`src/rtl/instr_queue_pkg.sv`:
```
// Shared frontend constants and the fetch-beat entry layout for instr_queue.
package instr_queue_pkg;

   localparam int unsigned FE_DW    = 64;
   localparam int unsigned SLOT_W   = 32;
   localparam int unsigned PC_W     = 64;
   localparam logic [PC_W-1:0] RESET_PC = 64'h0000_0000_8000_0000;

   // One stored fetch beat: two instruction slots, 8-byte aligned pc, first valid slot
   typedef struct packed {
      logic [FE_DW-1:0] data;
      logic [PC_W-4:0]  pc_hi;
      logic             start;
   } beat_t;

endpackage

```
`src/rtl/instr_queue.sv`:
```
// Fetch-beat queue feeding decode one 32-bit instruction per handshake.
// Optional same-cycle bypass of a push into an empty queue: INSTR_QUEUE_BYPASS_EN.
module instr_queue
   import instr_queue_pkg::*;
#(
   parameter int unsigned DW    = FE_DW,
   parameter int unsigned DEPTH = 4
) (
   input  logic          CLK,
   input  logic          RSTn,
   input  logic          flush,
   input  logic          push_valid,
   input  logic [DW-1:0] push_data,
   input  logic [63:0]   push_pc,
   output logic          instrFifo_full,
   output logic          out_valid,
   input  logic          out_ready,
   output logic [31:0]   out_instr,
   output logic [63:0]   out_pc,
   output logic          empty
);

   localparam int unsigned AW = $clog2(DEPTH);
   localparam int unsigned CW = AW + 1;

`ifdef INSTR_QUEUE_BYPASS_EN
   localparam bit BYP = 1'b1;
`else
   localparam bit BYP = 1'b0;
`endif

   beat_t           mem [DEPTH];
   logic [AW-1:0]   rd_ptr, wr_ptr, rd_nxt;
   logic [CW-1:0]   count, count_nxt;
   logic            slot, slot_nxt;
   logic            full_q, empty_q;

   beat_t           push_beat, head;
   logic            push_acc, byp, head_slot, fire, pop_free, consumed_all, store;
   logic            unused_pc_lo;

   assign unused_pc_lo   = ^push_pc[1:0];
   assign instrFifo_full = full_q;
   assign empty          = empty_q;

   // Head selection, handshake decode and the store decision
   always_comb begin
      push_beat.data  = push_data;
      push_beat.pc_hi = push_pc[63:3];
      push_beat.start = push_pc[2];
      push_acc     = push_valid & ~full_q & ~flush;
      byp          = BYP & empty_q & push_valid;
      head         = byp ? push_beat : mem[rd_ptr];
      head_slot    = byp ? push_pc[2] : slot;
      out_valid    = (~empty_q | byp) & ~flush;
      out_instr    = head_slot ? head.data[63:32] : head.data[31:0];
      out_pc       = {head.pc_hi, head_slot, 2'b00};
      fire         = out_valid & out_ready;
      pop_free     = fire & ~empty_q & slot;
      consumed_all = fire & byp & push_pc[2];
      store        = push_acc & ~consumed_all;
      rd_nxt       = rd_ptr + AW'(1);
   end

   // Occupancy and slot pointer for the next head
   always_comb begin
      count_nxt = count;
      slot_nxt  = slot;
      if (store & ~pop_free)
         count_nxt = count + CW'(1);
      else if (pop_free & ~store)
         count_nxt = count - CW'(1);

      if (pop_free)
         slot_nxt = (count > CW'(1)) ? mem[rd_nxt].start : push_pc[2];
      else if (fire & ~empty_q)
         slot_nxt = 1'b1;
      else if (empty_q & store)
         slot_nxt = push_pc[2] | fire;
   end

   always_ff @(posedge CLK or negedge RSTn) begin
      if (!RSTn) begin
         rd_ptr  <= '0;
         wr_ptr  <= '0;
         count   <= '0;
         slot    <= 1'b0;
         full_q  <= 1'b0;
         empty_q <= 1'b1;
      end else if (flush) begin
         rd_ptr  <= '0;
         wr_ptr  <= '0;
         count   <= '0;
         slot    <= 1'b0;
         full_q  <= 1'b0;
         empty_q <= 1'b1;
      end else begin
         if (store)
            wr_ptr <= wr_ptr + AW'(1);
         if (pop_free)
            rd_ptr <= rd_nxt;
         count   <= count_nxt;
         slot    <= slot_nxt;
         full_q  <= (count_nxt == CW'(DEPTH));
         empty_q <= (count_nxt == '0);
      end
   end

   // Entry storage carries no reset; occupancy alone marks validity
   always_ff @(posedge CLK) begin
      if (store)
         mem[wr_ptr] <= push_beat;
   end

endmodule
```
`config.mk`:
```
export PLATFORM = sky130hd
export DESIGN_NAME = instr_queue
export DESIGN_NICKNAME = d
export VERILOG_FILES = /design/src/rtl/instr_queue_pkg.sv /design/src/rtl/instr_queue.sv
export SDC_FILE = /design/constraint.sdc
export NUM_CORES = 1
export LEC_CHECK = 0
export ABC_AREA = 1
export BUFFER_PORTS_ARGS = -buffer_cell sky130_fd_sc_hd__buf_2
export CAP_MARGIN = 20
export CORE_ASPECT_RATIO = 1.2
export CORE_MARGIN = 2
export CORE_UTILIZATION = 25
export DETAILED_ROUTE_END_ITERATION = 16
export SLEW_MARGIN = 20
export SYNTH_ARGS = -nofsm -noshare
export SYNTH_HDL_FRONTEND = slang
export SYNTH_SLANG_ARGS = --single-unit
```
`constraint.sdc`:
```
create_clock -name CLK -period 7.6 [get_ports CLK]
set_input_delay 1.14 -clock CLK [delete_from_list [all_inputs] [get_ports CLK]]
set_output_delay 1.14 -clock CLK [all_outputs]
set_load 0.02 [all_outputs]
```
==> summary.txt <==
Outcome
  • Status: finished clean

Synth
  • Multiplexer area fraction after synthesis: 0%
  • Top FF cell, synth: edfxtp_1
  • Synth area leader: edfxtp_1
  • Flops & latches, synth: 514
  • Synth warnings: 0
  • Post-synth top area share: 76.9%
  • Synth Area in Compound Gates: 10.6%
  • Simple-gate share of the synthesized area: 7.73%
  • Post-Syn Area: 0.0197 mm2
  • Post-synthesis xor/xnor area fraction: 0.0890%
  • Ranking of synthesized cells by area: edfxtp_1 (77%), o21ai_0 (6.3%), nor2_1 (5.0%)
  • Post-Synth Adder-Cell Area: 0.445%
  • Synth top cells by count: edfxtp_1 (504), nor2_1 (261), o21ai_0 (246)
  • Largest family of logic cells by synthesized area: compound AO/OA/AOI/OAI gates
  • Synthesized instance count: 1419
  • Synth cell types: 26
  • Register area share after synthesis: 78.2%
  • EDFF count, synth: 504
  • Most frequent cell after synthesis: edfxtp_1
  • Asr flop ratio synth: 1.95%
  • Avg Cell Area, Syn: 13.9 um2

Pwr
  • Part of the power in registers: 51.1%
  • P_leak: 8.15 nW
  • Maximum VDD drop: 209 uV
  • Internal: 0.00487 W
  • Combinational Power Share: 9.1%
  • PD cells: 270 mW/mm2
  • Switch Pwr: 0.00150 W
  • Switching Share: 23.5%
  • Clock power frac: 39.8%

CTS
  • Cts repair resizes: 0
  • Setup bufs post-CTS: 0
  • CTS Buf Count: 54
  • Clock buffer depth: 3
  • H-tree depth: 2
  • Clk_lat worst skew: 0.60 ns
  • Post-CTS Hold Buffers: 0
  • Clk root buf: clkbuf_16
  • CTS tree: built
  • Clock Pin Slew Worst Setup and Hold Paths: 0.06 ns
  • CTS sink cnt: 514

Routing
  • Drt total wl: 48600 um
  • Vias per std cell: 4.50
  • DRT Pass-1 Iters: 5
  • Final ANT Viol Nets: 0
  • Wire per inst: 18.0 um
  • DRC: 0
  • Via count: 12100
  • Initial drt markers: 887

Critical path
  • Arr. time, crit path: 3.45 ns
  • R2R depth: 6
  • Setup Crit Path Kind: flip-flop to primary output
  • WP data required: 6.46 ns
  • Crit end category: primary output
  • Reg2reg start: instrFifo_full
  • End of the worst register-to-register path: mem[2][18]
  • Setup crit start kind: flip-flop
  • CP Max Fanout: 76
  • Reg2Reg Setup Slack: 4.54 ns

Place
  • Detailed placer's ending HPWL: 27000 um
  • Pre-CTS setup slack: 3.53 ns
  • Port-buffer cells: 227
  • RD Place Congestion: 0.718

STA
  • Slew Limit Fails: 0
  • Fmax: 0.218 GHz
  • Fin worst setup slack: 3.01 ns
  • Final hold viol count: 0
  • Final min period: 4.59 ns
  • Slew @ Worst Pin: 1.07 ns
  • Final Setup Violations: 0
  • Skew final: 0.0268 ns
  • Period utilization: 60.5%
  • Post-route setup TNS: 0 ns
  • RSZ-0062 raised after global routing: no
  • Worst slew margin relative to its limit: 28.7%

Cells and area
  • Layout cells sized above 1: 20.4%
  • Final core occ: 30.2%
  • Area growth syn-to-layout: 19.6%
  • Storage element area: 0.0154 mm2
  • Fillcell total: 7765
  • Area of the multi-input gates: 0.00376 mm2
  • Layout Nets: 1767

Floorplanning
  • Die Y: 311 um
  • Initial core utilization: 25.3%
  • FP Rows: 112
  • Core area: 0.0779 mm2
  • # IOs: 232
  • Area of the die: 0.0810 mm2
  • Die Wd: 260 um

Global route
  • First-pass GRT wire length: 71700 um
  • Largest net degree at the start of global routing: 121
  • GR Util All Layers: 11.6%
  • Initial antenna violation count: 15
  • Vias in the first global route: 12400
  • Global route overflow: 0

Flow run
  • MaxCap Viol Count: 0

Worst hold path
  • Worst Hold Class: input pin to asynchronous set/reset pin
final cells by class:
class                      count  share of cell area, %
multi-input combinational    792                   16.0
tap                         1026                   5.45
antenna                        3                 0.0319
clock buffer                  78                   6.61
sequential                   514                   65.4
timing repair buffer         244                   5.47
clock inverter                22                  0.749
inverter                      21                  0.377
how the worst max path moves through the flow:
stage                           from  cells after the start            end
after floorplan           push_valid                      4      mem[0][0]
after global placement     rd_ptr[1]                      7  out_instr[24]
after detailed placement   rd_ptr[0]                      7   out_instr[0]
after CTS                  rd_ptr[0]                      7   out_instr[0]
after global routing       rd_ptr[1]                      7  out_instr[25]
final                      rd_ptr[1]                      7  out_instr[16]
flip-flops by register name, summed over array words and instances, names as in the netlist:
register        cells
count               3
empty               1
head_slot           1
instrFifo_full      1
mem               504
rd_ptr              2
wr_ptr              2
layer usage:
metal | up-vias | routed length, um | global-route usage (%)
met5 | - | 164 | 0
met4 | 26 | 973 | 3.26
met3 | 89 | 4040 | 4.19
met2 | 332 | 24600 | 20.5
met1 | 6026 | 18900 | 13.1
li1 | 5665 | - | -
cells in the final DEF (no fill, tap or decap), drive strengths merged, types with 7 or more instances in the layout:
master and instances:
buf 244, clkbuf 78, nand2 121, o22ai 125
nor2 265, nand3 8, dfrtp 9, o21ai 260
inv 23, ha 7, clkinv 18, edfxtp 504
per-stage QoR:
stage / hold WS, ns / total power (W) / cells / cell area, um2
final: 0.392 / 0.00637 / 2700 / 23600
after global routing: 0.367 / 0.00662 / 2698 / 23500
after CTS: 0.338 / 0.00646 / 2697 / 23500
after detailed placement: 0.649 / 0.00391 / 2597 / 21800
after global placement: 0.610 / 0.00389 / 2597 / 21800
after floorplan: 0.580 / 0.00367 / 1420 / 19700
cell families after synthesis:
family / Yosys count
AO/OA/AOI/OAI: 387
flip-flops: 514
adder cells (fa/ha/maj): 7
buffers and inverters: 114
other: 1
XOR/XNOR: 2
AND/OR/NAND/NOR: 394
worst max-delay path, stage by stage (launching register included):
cell     delay (ns)
dfrtp_4        0.67
inv_6          0.43
buf_4          0.82
o21ai_0        0.24
o22ai_1        0.18
nand2_1        0.09
nand2_1        0.11
buf_2          0.17
power by group through the flow:
stage	Combinational, W	Clock [W]	Sequential [W]
floorplan	0.000342	0	0.00332
global placement	0.000583	0	0.00331
detailed placement	0.000595	0	0.00331
CTS	0.000597	0.00261	0.00326
global route	0.000644	0.00272	0.00326
finish	0.000582	0.00253	0.00326
(Power assumes the default switching activity.)
